$ cat config.mk
export PLATFORM = sky130hd
export DESIGN_NAME = controle_botoes_flat
export DESIGN_NICKNAME = d
export VERILOG_FILES = /design/src/rtl/controle_botoes_pkg.sv /design/src/rtl/controle_botoes_if.sv /design/src/rtl/controle_botoes_debounce_botao.sv /design/src/rtl/controle_botoes.sv /design/src/flat_wrapper.sv
export SDC_FILE = /design/constraint.sdc
export NUM_CORES = 1
export LEC_CHECK = 0
export BUFFER_PORTS_ARGS = -buffer_cell sky130_fd_sc_hd__buf_4
export CORE_MARGIN = 1
export CORE_UTILIZATION = 44
export DETAILED_ROUTE_END_ITERATION = 8
export PLACE_DENSITY_LB_ADDON = 0.05
export SYNTH_ARGS = -nofsm -noshare
export SYNTH_HDL_FRONTEND = slang
export SYNTH_SLANG_ARGS = --single-unit
$ cat constraint.sdc
create_clock -name clock -period 1.3 [get_ports clock]
set_input_delay 0.065 -clock clock [delete_from_list [all_inputs] [get_ports clock]]
set_output_delay 0.065 -clock clock [all_outputs]
set_load 0.005 [all_outputs]
$ cat src/rtl/controle_botoes_pkg.sv
// Shared constants and types for the LED-matrix map selector buttons.
// Holds the button index map, the default timing/map parameters and the
// wrap-around helpers used when stepping through maps.
package controle_botoes_pkg;

   // Button positions inside the 4-bit btn / pressed vectors
   localparam int BTN_PROX  = 0;
   localparam int BTN_ANT   = 1;
   localparam int BTN_HOME  = 2;
   localparam int BTN_PAUSA = 3;
   localparam int NUM_BTN   = 4;

   // Default parameter values for the top level
   localparam int DEF_DEBOUNCE_TICKS = 4;
   localparam int DEF_NUM_MAPAS      = 5;
   localparam int DEF_AUTO_TICKS     = 762;

   // Map index wide enough for up to 8 maps
   localparam int SEL_W = 3;
   typedef logic [SEL_W-1:0] sel_t;

   // Next map, wrapping from the last map back to 0
   function automatic sel_t sel_inc(input sel_t s, input int n);
      return (s == sel_t'(n - 1)) ? '0 : s + sel_t'(1);
   endfunction

   // Previous map, wrapping from 0 to the last map
   function automatic sel_t sel_dec(input sel_t s, input int n);
      return (s == '0) ? sel_t'(n - 1) : s - sel_t'(1);
   endfunction

endpackage

$ cat src/rtl/controle_botoes_if.sv
// Button-controller bundle: tick enable and raw buttons in, map index,
// press pulses and pause flag out. master = stimulus side, slave = controller.
// No handshake: every signal is sampled or produced once per clock.
interface controle_botoes_if;
   import controle_botoes_pkg::*;

   logic               tick;
   logic [NUM_BTN-1:0] btn;
   sel_t               sel;
   logic [NUM_BTN-1:0] pressed;
   logic               pausado;

   modport master (output tick, btn, input sel, pressed, pausado);
   modport slave  (input tick, btn, output sel, pressed, pausado);

endinterface

$ cat src/rtl/controle_botoes_debounce_botao.sv
// Single-button conditioner: 2-flop synchronizer, tick-based debounce, press pulse.
// Latency: 2 clocks sync + DEBOUNCE_TICKS ticks to stable level, +1 clock to pulse.
// No backpressure: the one-clock press pulse is produced unconditionally.
module debounce_botao
   import controle_botoes_pkg::*;
#(
   parameter int DEBOUNCE_TICKS = DEF_DEBOUNCE_TICKS
) (
   input  logic clock,
   input  logic reset,
   input  logic tick,
   input  logic btn,
   output logic pressed
);

   localparam int CNT_W = $clog2(DEBOUNCE_TICKS + 1);

   logic [1:0]       sync_q;
   logic             nivel_sync;
   logic [CNT_W-1:0] cnt_q;
   logic             stable_q;
   logic             stable_dly_q;

   assign nivel_sync = sync_q[1];

   // Two-flop synchronizer; resets to the released (high) level
   always_ff @(posedge clock) begin
      if (reset) sync_q <= 2'b11;
      else       sync_q <= {sync_q[0], btn};
   end

   // Debounce: count ticks while the level disagrees, adopt it after DEBOUNCE_TICKS
   always_ff @(posedge clock) begin
      if (reset) begin
         cnt_q    <= '0;
         stable_q <= 1'b1;
      end else if (nivel_sync == stable_q) begin
         cnt_q <= '0;
      end else if (tick) begin
         if (cnt_q == CNT_W'(DEBOUNCE_TICKS - 1)) begin
            stable_q <= nivel_sync;
            cnt_q    <= '0;
         end else begin
            cnt_q <= cnt_q + CNT_W'(1);
         end
      end
   end

   // Pulse for one clock after the stable level falls; releases are ignored
   always_ff @(posedge clock) begin
      if (reset) begin
         stable_dly_q <= 1'b1;
         pressed      <= 1'b0;
      end else begin
         stable_dly_q <= stable_q;
         pressed      <= stable_dly_q & ~stable_q;
      end
   end

endmodule

$ cat src/rtl/controle_botoes.sv
// Map selector: four debounced buttons step/home the LED-matrix map index (AUTO_SCROLL_EN adds auto-advance + pause).
// Latency: button edge to sel update = 2 sync clocks + DEBOUNCE_TICKS ticks + 2 clocks.
// No backpressure: sel updates on the clock after each accepted press pulse.
module controle_botoes
   import controle_botoes_pkg::*;
#(
   parameter int DEBOUNCE_TICKS = DEF_DEBOUNCE_TICKS,
   parameter int NUM_MAPAS      = DEF_NUM_MAPAS,
   parameter int AUTO_TICKS     = DEF_AUTO_TICKS
) (
   input logic              clock,
   input logic              reset,
   controle_botoes_if.slave bus
);

   // Reject unusable configurations at elaboration
   if (NUM_MAPAS < 2 || NUM_MAPAS > 8 || DEBOUNCE_TICKS < 1 || AUTO_TICKS < 1) begin : g_param_err
      $error("controle_botoes: parameter out of range");
   end

   logic [NUM_BTN-1:0] pressed;
   sel_t               sel_q;
   sel_t               sel_manual;
   logic               manual;

   for (genvar i = 0; i < NUM_BTN; i++) begin : g_btn
      debounce_botao #(
         .DEBOUNCE_TICKS (DEBOUNCE_TICKS)
      ) u_debounce (
         .clock   (clock),
         .reset   (reset),
         .tick    (bus.tick),
         .btn     (bus.btn[i]),
         .pressed (pressed[i])
      );
   end

   // Any navigation pulse (including next+previous together) counts as manual
   assign manual = pressed[BTN_PROX] | pressed[BTN_ANT] | pressed[BTN_HOME];

   // Manual target: home wins, next+previous cancel, otherwise step once
   always_comb begin
      sel_manual = sel_q;
      if (pressed[BTN_HOME])
         sel_manual = '0;
      else if (pressed[BTN_PROX] && !pressed[BTN_ANT])
         sel_manual = sel_inc(sel_q, NUM_MAPAS);
      else if (pressed[BTN_ANT] && !pressed[BTN_PROX])
         sel_manual = sel_dec(sel_q, NUM_MAPAS);
   end

`ifdef AUTO_SCROLL_EN
   localparam int AUTO_W = $clog2(AUTO_TICKS + 1);

   logic [AUTO_W-1:0] auto_cnt_q;
   logic              pausado_q;
   logic              auto_fire;

   assign auto_fire = bus.tick && !pausado_q && (auto_cnt_q == AUTO_W'(AUTO_TICKS - 1));

   // Pause toggles on each accepted press of the pause button
   always_ff @(posedge clock) begin
      if (reset)                   pausado_q <= 1'b0;
      else if (pressed[BTN_PAUSA]) pausado_q <= ~pausado_q;
   end

   // Tick counter for auto-advance; frozen while paused, restarted by manual navigation
   always_ff @(posedge clock) begin
      if (reset || manual)
         auto_cnt_q <= '0;
      else if (bus.tick && !pausado_q)
         auto_cnt_q <= auto_fire ? '0 : auto_cnt_q + AUTO_W'(1);
   end

   assign bus.pausado = pausado_q;
`else
   assign bus.pausado = 1'b0;
`endif

   // Map index register; manual pulses take priority over auto-advance
   always_ff @(posedge clock) begin
      if (reset)
         sel_q <= '0;
      else if (manual)
         sel_q <= sel_manual;
`ifdef AUTO_SCROLL_EN
      else if (auto_fire)
         sel_q <= sel_inc(sel_q, NUM_MAPAS);
`endif
   end

   assign bus.sel     = sel_q;
   assign bus.pressed = pressed;

endmodule

$ cat src/flat_wrapper.sv
// flat-port wrapper written by rule: the top's interface ports become plain ports
module controle_botoes_flat import controle_botoes_pkg::*;
#(
   parameter int DEBOUNCE_TICKS = DEF_DEBOUNCE_TICKS,
   parameter int NUM_MAPAS      = DEF_NUM_MAPAS,
   parameter int AUTO_TICKS     = DEF_AUTO_TICKS
)
  (clock, reset, bus_tick, bus_btn, bus_sel, bus_pressed, bus_pausado);
  controle_botoes_if bus_i ();
  input logic clock;
  input logic reset;
  input wire logic [$bits(bus_i.tick)-1:0] bus_tick;
  input wire logic [$bits(bus_i.btn)-1:0] bus_btn;
  output wire logic [$bits(bus_i.sel)-1:0] bus_sel;
  output wire logic [$bits(bus_i.pressed)-1:0] bus_pressed;
  output wire logic [$bits(bus_i.pausado)-1:0] bus_pausado;
  assign bus_i.tick = bus_tick;
  assign bus_i.btn = bus_btn;
  assign bus_sel = bus_i.sel;
  assign bus_pressed = bus_i.pressed;
  assign bus_pausado = bus_i.pausado;
  controle_botoes #(.DEBOUNCE_TICKS(DEBOUNCE_TICKS), .NUM_MAPAS(NUM_MAPAS), .AUTO_TICKS(AUTO_TICKS)) u_core (.clock(clock), .reset(reset), .bus(bus_i));
endmodule
==> results of run 1 <==
[stage by stage]
stage                      util  setup slack [ps]  TNS (ps)  power (W)  cells
after floorplan               -              11.4         0    0.00116    153
after global placement    0.504              20.3         0    0.00118    202
after detailed placement  0.504             -19.7     -19.7    0.00118    202
after CTS                 0.546             0.686         0    0.00185    216
after global routing      0.561             -14.3     -14.3    0.00191    216
final                     0.561              47.6         0    0.00182    216
[registers in the layout, indices dropped and copies added (netlist names)]
| register | cells |
|---|---|
| u_core.bus.sel | 3 |
| u_core.g_btn.u_debounce.sync_q | 8 |
| u_core.g_btn.u_debounce.cnt_q | 12 |
| u_core.g_btn.u_debounce.pressed | 4 |
| u_core.g_btn.u_debounce.stable_dly_q | 4 |
| u_core.g_btn.u_debounce.stable_q | 4 |
[logic make-up (layout without fill, tap and decap cells)]
group           after synthesis  count (layout)
xor+xnor                      5               5
flops                        35              35
fa+ha+maj                     7               7
other cells                   1               1
simple gates                 66              66
compound gates               22              22
buf+inv                      15              34
mux                           2               2
[power groups by stage]
stage	registers [W]	clock network, W	logic, W
global route	0.00109	0.000738	0.0000842
floorplan	0.00111	0	0.0000491
finish	0.00109	0.000653	0.0000758
detailed placement	0.00112	0	0.0000657
global placement	0.00112	0	0.0000644
CTS	0.00109	0.000680	0.0000755
[cell type report]
cell class / instances / area (um2) / share of cell area
multi-input combinational: 103 / 706 / 0.409
tap: 44 / 55.1 / 0.0319
inverter: 6 / 27.5 / 0.0159
sequential: 35 / 706 / 0.409
timing repair buffer: 20 / 164 / 0.0949
clock buffer: 8 / 68.8 / 0.0399
[layer usage]
metal / vias to the layer above / global-route usage / wire (um)
li1: 536 / - / -
met1: 469 / 0.164 / 1070
met2: 17 / 0.266 / 1160
met3: 5 / 0.0459 / 86
met4: 0 / 0.0918 / 54
met5: - / 0 / 0
[critical path: stages (launching register included)]
cell	delay, ps
dfxtp_4	390
inv_4	50
ha_4	160
mux2_4	300
a22oi_2	160
a211oi_2	80
[layout by cell type (no fill, tap or decap), drive strengths merged, types with 2 or more instances in the layout]
master	count
buf	16
xor2	2
inv	6
xnor2	3
dlygate4sd3	4
nor3	5
ha	7
dfxtp	35
a21oi	5
or2	12
o21a	4
nor2b	9
nand3b	2
clkbuf	8
nand2	9
o21ai	2
nand2b	9
nor2	15
a211o	4
a31oi	3
[what timing repair did]
action,4_1_cts,5_1_grt
hold endpoints to repair,4,0
gates resized for setup,3,11
setup buffers,2,0
pin swaps,1,3
setup endpoints to repair,1,2
hold buffers,4,0
[worst min-delay path by stage]
stage | depth (start not counted) | start | to
after floorplan | 1 | bus_btn[0] | u_core.g_btn[0].u_debounce.sync_q[0]
after global placement | 2 | bus_btn[2] | u_core.g_btn[2].u_debounce.sync_q[0]
after detailed placement | 2 | bus_btn[1] | u_core.g_btn[1].u_debounce.sync_q[0]
after CTS | 3 | bus_tick | u_core.g_btn[3].u_debounce.cnt_q[1]
after global routing | 3 | bus_tick | u_core.g_btn[3].u_debounce.cnt_q[0]
final | 3 | bus_tick | u_core.g_btn[3].u_debounce.cnt_q[1]
==> impl_results.md, run 1 <==
- CP Launch Type: register
- Initial Utilization: 0.471
- Design area: roughly 1700 um2
- Async set or reset register ratio after synthesis: 0
- Sequential area share after synthesis: 0.483
- Clock Pin Slew Worst Setup and Hold Paths: around 100 ps
- Clock sink count: 35
- H-tree levels: 2
- Post-DP Area: approximately 1600 um2
- Final WL: 2370 um
- Element type at the critical path end: register
- Cts bufs inserted: 5
- Sw power: about 0.00038 W
- Setup Crit Path Kind: reg -> reg
- Sequential share of power: 0.599
- Final min period: roughly 1300 ps
- Synth cell types: 32
- Compound-cell area share of the yosys netlist: 0.105
- Worst EP arrival: between 1000 and 1500 ps
- Clk_lat worst skew: 330 ps
- Drt pass-1 iters: 4
- Max clock buf depth: 2
- Main combinational cell family by area after synthesis: simple AND/OR/NAND/NOR gates
- Crit path from: u_core.bus.sel[1]
- Register-to-Register Path Depth: 5
- Max Clock Freq: between 700 and 800 MHz
- N_diodes: 0
- Mux cell area share after synthesis: 0.0147
- Outcome: finished, final reports clean
- DR vias: around 1,000
- Filler Cells Inserted: between 200 and 300
- Post-synth top flop: dfxtp_1
- First-pass GRT wire length: between 3000 and 4000 um
- Placer Congestion: ~0.7
- GRT Total Usage: 0.154
- DR DRC count: 0
- Maximum vdd drop: approximately 0.57 mV
- RR Startpoint: u_core.bus.sel[1]
- Hold/Removal Path Class: in -> reg
- Post-Synth Adder-Cell Area: 0.0604
- Top cells by count, synth: 35 x dfxtp_1, 15 x nor2_1, 12 x or2_2
- Post-synth EDFFs: 0
- Cells after synthesis: about 150
- Final hold slack: just under 100 ps
- Avg Cell Area, Syn: roughly 9.5 um2
- Initial DRC count: 28
- Yosys top cell by area: dfxtp_1
- ANT nets after route: 0
- GRT overflow: 0
- Fin crit share: 0.963
- Crit path max fanout: 4
- Post-synth top area share: 0.483
- Leak: between 0.7 and 0.8 nW
- Area grow syn2layout: 19.1%
- Clock skew: roughly 2.4 ps
- PwrDens: 1050 nW/um2
- Max-cap violations: 0
- # setup viols final: 0
- Initial antenna violation count: 0
- Detailed placer's ending HPWL: between 1500 and 2000 um
- CP endpoint: u_core.bus.sel[1]
- CTS tree: built
- FP Rows: 20
- Synth Register Bits: 35
- Final slew viol count: 0
- Data required time of the worst path: about 1500 ps
- Ports: 15
- CTS Root Cell: clkbuf_4
- Largest net degree at the start of global routing: 28
- Die footprint: 3530 um2
- Simple-gate area share of the yosys netlist: 0.247
- Die W: between 50 and 60 um
- Chip Height: ~59 um
- Internal: around 0.0014 W
- Core area: about 3100 um2
- Clock power share: 0.359
- Post-DR wirelength/cell: about 11 um
- Ratio of cells with drive above 1 in the final layout: 0.262
- Final net count: approximately 190
- Area contributors post-synth: dfxtp_1 48%, ha_1 6.0%, or2_2 5.2%
- Reg2Reg Setup Slack: ~48 ps
- Synth Area in XOR/XNOR: 0.0302
- FF-to-FF End: u_core.bus.sel[1]
- Port-buffer cells: 13
- Vias in the first global route: a little under 1,000
- Syn_nets: around 170
- Yosys warnings: 0
- Part of the power in combinational logic: 0.042
- Post-Syn Area: approximately 1500 um2
- Sw Share: 0.207
- Most common cell in the netlist: dfxtp_1
- Drt via density: around 4.8
- Final hold viol count: 0
(Power assumes the default switching activity.)
==> run 2, diff against run 1 <==
--- a/config.mk
+++ b/config.mk
@@ -7,9 +7,10 @@
 export LEC_CHECK = 0
 export BUFFER_PORTS_ARGS = -buffer_cell sky130_fd_sc_hd__buf_4
 export CORE_MARGIN = 1
-export CORE_UTILIZATION = 44
+export CORE_UTILIZATION = 51
 export DETAILED_ROUTE_END_ITERATION = 8
 export PLACE_DENSITY_LB_ADDON = 0.05
+export RECOVER_POWER = 25
 export SYNTH_ARGS = -nofsm -noshare
 export SYNTH_HDL_FRONTEND = slang
 export SYNTH_SLANG_ARGS = --single-unit
==> impl_results.md, run 2 (synthesized netlist as in run 1, its figures left out) <==
- Final hold viol count: 0 (unchanged)
- Cts bufs inserted: 5 (unchanged)
- Drt pass-1 iters: 4 (unchanged)
- Regs by FF count: u_core.g_btn.u_debounce.cnt_q (12), u_core.g_btn.u_debounce.sync_q (8)
- Max reg flops: 12 (unchanged)
- FP Rows: 18 (-10%)
- Max Clock Freq: 810 MHz (+1.5%)
- Final hold slack: 84.4 ps (-11.9 ps)
- FF-to-FF End: u_core.bus.sel[1]
- Commonest non-fill, non-tap cell in the layout: dfxtp_1
- First-pass GRT wire length: 4120 um (+3.8%)
- Setup Crit Path Kind: reg -> reg
- Clk_lat worst skew: 330 ps (about the same)
- Data required time of the worst path: 1520 ps (about the same)
- Drt via density: 5.09 (+7.1%)
- Final WL: 2260 um (-4.4%)
- Final core occ: 0.646 (+0.0854)
- WP buf/inv: 1 (unchanged)
- Hold Path Depth: 2 (-1)
- Hold/Removal Path Class: in -> reg
- RSZ-0062 raised after global routing: false
- Clock Pin Slew Worst Setup and Hold Paths: 90 ps (about the same)
- GRT overflow: 0 (unchanged)
- Initial Utilization: 0.560 (+0.0888)
- Final slew viol count: 0 (unchanged)
- Max clock buf depth: 2 (unchanged)
- Initial antenna violation count: 0 (unchanged)
- Post-DR wirelength/cell: 11.3 um (+2.7%)
- CTS tree: built
- Clock sink count: 35 (unchanged)
- Worst EP arrival: 1450 ps (-20 ps)
- Core area: 2590 um2 (-16%)
- Final min period: 1230 ps (-18.4 ps)
- Largest net degree at the start of global routing: 28 (unchanged)
- Outcome: finished, final reports clean
- DR vias: 1,024 (-0.29%)
- DR DRC count: 0 (unchanged)
- Element type at the critical path end: register
- Worst path slowest cell: dfxtp_4
- Ratio of cells with drive above 1 in the final layout: 0.246 (-0.0160)
- Worst Hold Launch: reset
- CP cell instances: inv_4 > ha_4 > mux2_2 > a22oi_2 > a211oi_1
- PwrDens: 1090 nW/um2 (+3.4%)
- Leak: 0.706 nW (-1.1%)
- N_diodes: 0 (unchanged)
- CTS Root Cell: clkbuf_4
- Die W: 55.3 um (-6.9%)
- Ports: 15 (unchanged)
- Max-cap violations: 0 (unchanged)
- CP Launch Type: register
- Placer Congestion: 0.868 (+28%)
- Area grow syn2layout: 15.4%
- # setup viols final: 0 (unchanged)
- Register-to-Register Path Depth: 5 (unchanged)
- Reg2Reg Setup Slack: 70 ps (+20 ps)
- Die footprint: 3060 um2 (-13%)
- H-tree levels: 2 (unchanged)
- Crit path max fanout: 4 (unchanged)
- Initial DRC count: 25 (-11%)
- ANT nets after route: 0 (unchanged)
- Hold Path Sink: u_core.bus.sel[1]
- Largest Register: u_core.g_btn.u_debounce.cnt_q
- Chip Height: 55.3 um (-6.9%)
- CP peak stage delay: 370 ps (-20 ps)
- Final net count: 184 (-0.54%)
- Maximum vdd drop: 0.819 mV (+43%)
- GRT Total Usage: 0.171 (+0.0170)
- RR Startpoint: u_core.bus.sel[0]
- Most frequent cells in the layout: 33 x dfxtp_1, 15 x nor2_1, 12 x or2_2, 12 x buf_4
- Clock skew: 4.89 ps (+2.51 ps)
- Vias in the first global route: 1,041 (+4.7%)
- Port-buffer cells: 13 (unchanged)
- Detailed placer's ending HPWL: 1550 um (-0.51%)
- Fin crit share: 0.949 (-0.0141)
- CP top delay family: flip-flops
## run 2: per-stage QoR
| step | setup WS (ps) | total power [W] | TNS [ps] | cells | area [um2] |
|---|---|---|---|---|---|
| floorplan | 11.4 | 0.00116 | 0 | 153 | 1450 |
| global placement | 29.2 | 0.00118 | 0 | 188 | 1540 |
| finish | 66.0 | 0.00182 | 0 | 201 | 1670 |
| CTS | 0.465 | 0.00185 | 0 | 201 | 1650 |
| global route | 2.02 | 0.00190 | 0 | 201 | 1670 |
| detailed placement | -29.9 | 0.00118 | -29.9 | 188 | 1540 |
## run 2: worst max-delay path by stage
stage / from / to / cells after the start
3_3_place_gp: u_core.bus.sel[0] / u_core.bus.sel[1] / 5
4_1_cts: u_core.bus.sel[1] / u_core.bus.sel[1] / 5
5_1_grt: u_core.bus.sel[0] / u_core.bus.sel[1] / 5
3_5_place_dp: u_core.bus.sel[0] / u_core.bus.sel[1] / 5
6_report: u_core.bus.sel[0] / u_core.bus.sel[1] / 5
2_1_floorplan: u_core.bus.sel[0] / u_core.bus.sel[1] / 5
## run 2: power by group
part	leakage, nW	switching, W	internal (W)
clock	0.0386	0.000343	0.000318
combinational	0.382	0.0000324	0.0000403
sequential	0.286	0.00000611	0.00108
## run 2: final cells by class
| type | instances | area (um2) |
|---|---|---|
| fill | 224 | 916 |
| sequential | 35 | 706 |
| multi-input combinational | 103 | 684 |
| timing repair buffer | 19 | 153 |
| clock buffer | 8 | 68.8 |
| tap | 30 | 37.5 |
| inverter | 6 | 25.0 |
## run 2: worst register-to-register path, cell delays in order, from the launching register on
cell	delay, ps
dfxtp_4	370
inv_4	70
ha_4	140
mux2_2	340
a22oi_2	120
a211oi_1	90
## run 2: routing by layer
metal / global-route usage / wire, um
met1: 0.200 / 1050
met2: 0.275 / 1110
met3: 0.0515 / 75
met4: 0.100 / 28
met5: 0 / 0
## run 2: repair_timing
item                       in CTS  in global routing
gates cloned                    0                  0
gates resized for setup         3                  5
hold endpoints to repair        4                  0
pin swaps                       1                  1
hold buffers                    4                  0
setup endpoints to repair       1                  2
buffers inserted                1                  0
==> run 3, diff against run 2 <==
==> constraint.sdc (replaced) <==
create_clock -name clock -period 1.3 [get_ports clock]
set_input_delay 0 -clock clock [delete_from_list [all_inputs] [get_ports clock]]
set_output_delay 0 -clock clock [all_outputs]
set_load 0.005 [all_outputs]
==> impl_results.md, run 3 (synthesized netlist as in run 1, its figures left out) <==
- Final hold viol count: 0 (unchanged)
- Hold Path Depth: 2 (unchanged)
- Cts bufs inserted: 5 (unchanged)
- M1 WL: 1050 um (-0.19%)
- Clock power share: 0.363 (about the same)
- Max Clock Freq: 810 MHz (about the same)
- Placer Congestion: 0.868 (unchanged)
- Data required time of the worst path: 1520 ps (about the same)
- Regs by FF count: u_core.g_btn.u_debounce.cnt_q (12), u_core.g_btn.u_debounce.sync_q (8)
- Hold/Removal Path Class: in -> reg
- FF-to-FF End: u_core.bus.sel[1]
- DR top layer: met4
- RSZ-0062 raised after global routing: false
- Commonest non-fill, non-tap cell in the layout: dfxtp_1
- Max reg flops: 12 (unchanged)
- Outcome: finished, final reports clean
- Largest net degree at the start of global routing: 28 (unchanged)
- Final slew viol count: 0 (unchanged)
- Area grow syn2layout: 15.4% (unchanged)
- First-pass GRT wire length: 4120 um (unchanged)
- Max clock buf depth: 2 (unchanged)
- Initial Utilization: 0.560 (unchanged)
- # setup viols final: 0 (unchanged)
- PwrDens: 1090 nW/um2 (about the same)
- H-tree levels: 2 (unchanged)
- Clk_lat worst skew: 330 ps (about the same)
- Most frequent cells in the layout: 33 x dfxtp_1, 15 x nor2_1, 12 x or2_2
- Ratio of cells with drive above 1 in the final layout: 0.246 (unchanged)
- Initial DRC count: 25 (unchanged)
- Max-cap violations: 0 (unchanged)
- Setup Crit Path Kind: reg -> reg
- Port-buffer cells: 13 (unchanged)
- Final hold slack: 19.4 ps (-65.0 ps)
- Drt via density: 5.10 (about the same)
- Core area: 2590 um2 (unchanged)
- Power, Total: 0.00182 W (about the same)
- Reg2Reg Setup Slack: 70 ps (about the same)
- Part of the power in combinational logic: 0.040 (about the same)
- Internal: 0.00144 W (about the same)
- Largest Register: u_core.g_btn.u_debounce.cnt_q
- Worst Hold Launch: reset
- Register-to-Register Path Depth: 5 (unchanged)
- Initial antenna violation count: 0 (unchanged)
- GRT Total Usage: 0.171 (unchanged)
- Clock Pin Slew Worst Setup and Hold Paths: 90 ps (about the same)
- CTS tree: built
- Met3 wire len: 75 um (unchanged)
- Die W: 55.3 um (unchanged)
- Vias in the first global route: 1,041 (unchanged)
- Final core occ: 0.646 (unchanged)
- Maximum vdd drop: 0.819 mV (about the same)
- Die footprint: 3060 um2 (unchanged)
- Final min period: 1230 ps (-0.00100 ps)
- Post-DR wirelength/cell: 11.2 um (about the same)
- RR Startpoint: u_core.bus.sel[0]
- CTS Root Cell: clkbuf_4
- Met2 WL: 1110 um (about the same)
- Final WL: 2260 um (about the same)
- FP Rows: 18 (unchanged)
- Crit path max fanout: 4 (unchanged)
- DR DRC count: 0 (unchanged)
- Clock sink count: 35 (unchanged)
- Fin crit share: 0.949 (about the same)
- ANT nets after route: 0 (unchanged)
- Worst EP arrival: 1450 ps (about the same)
- Drt pass-1 iters: 4 (unchanged)
- Design area: 1670 um2 (unchanged)
- Post-DP Area: 1540 um2 (unchanged)
- Chip Height: 55.3 um (unchanged)
- Leak: 0.706 nW (about the same)
- Element type at the critical path end: register
- TNS Setup: 0 ps (unchanged)
- Clock skew: 4.89 ps (unchanged)
- Sw Share: 0.209 (about the same)
- N_diodes: 0 (unchanged)
- Sequential share of power: 0.598 (about the same)
- Ports: 15 (unchanged)
- Hold Path Sink: u_core.bus.sel[1]
- Final net count: 184 (unchanged)
- Detailed placer's ending HPWL: 1550 um (unchanged)
- DR vias: 1,025 (+0.098%)
- CP Launch Type: register
- Sw power: 0.000382 W (about the same)
- GRT overflow: 0 (unchanged)
==> run 3: final cells by class <==
class / instances / area [um2]
Clock buffer: 8 / 68.8
Fill cell: 224 / 916
Inverter: 6 / 25.0
Multi-Input combinational cell: 103 / 684
Sequential cell: 35 / 706
Tap cell: 30 / 37.5
Timing Repair Buffer: 19 / 153
==> run 3: layer usage <==
layer | GRT usage | vias up
met5 | 0 | -
met1 | 0.200 | 472
met3 | 0.0515 | 3
li1 | - | 534
met2 | 0.275 | 16
met4 | 0.100 | 0
==> run 3: what timing repair did <==
item / CTS / global route
setup endpoints to repair: 1 / 2
pin swaps: 1 / 1
gates cloned: 0 / 0
buffers inserted: 1 / 0
resized for setup: 3 / 5
hold endpoints to repair: 4 / 0
hold buffers: 4 / 0
==> run 3: worst max-delay path by stage <==
stage	startpoint	to	slack [ps]
after floorplan	u_core.bus.sel[0]	u_core.bus.sel[1]	10
after global placement	u_core.bus.sel[0]	u_core.bus.sel[1]	30
after detailed placement	u_core.bus.sel[0]	u_core.bus.sel[1]	-30
after CTS	u_core.bus.sel[1]	u_core.bus.sel[1]	0.5
after global routing	u_core.bus.sel[0]	u_core.bus.sel[1]	2
final	u_core.bus.sel[0]	u_core.bus.sel[1]	70
==> run 3: power by group through the flow <==
stage / Sequential, W / Combinational [W] / Clock [W]
after floorplan: 0.00111 / 0.0000491 / 0
after global placement: 0.00112 / 0.0000631 / 0
after detailed placement: 0.00112 / 0.0000647 / 0
after CTS: 0.00109 / 0.0000742 / 0.000685
after global routing: 0.00109 / 0.0000815 / 0.000727
final: 0.00109 / 0.0000725 / 0.000661
==> run 3: worst max-delay path, cell delays in order (launching register included) <==
cell	delay [ps]
dfxtp_4	370
inv_4	70
ha_4	140
mux2_2	340
a22oi_2	120
a211oi_1	90
==> run 3: per-stage QoR <==
stage | setup WS [ps] | cells
final | 66.0 | 201
after global routing | 2.02 | 201
after CTS | 0.465 | 201
after detailed placement | -29.9 | 188
after global placement | 29.2 | 188
after floorplan | 11.4 | 153
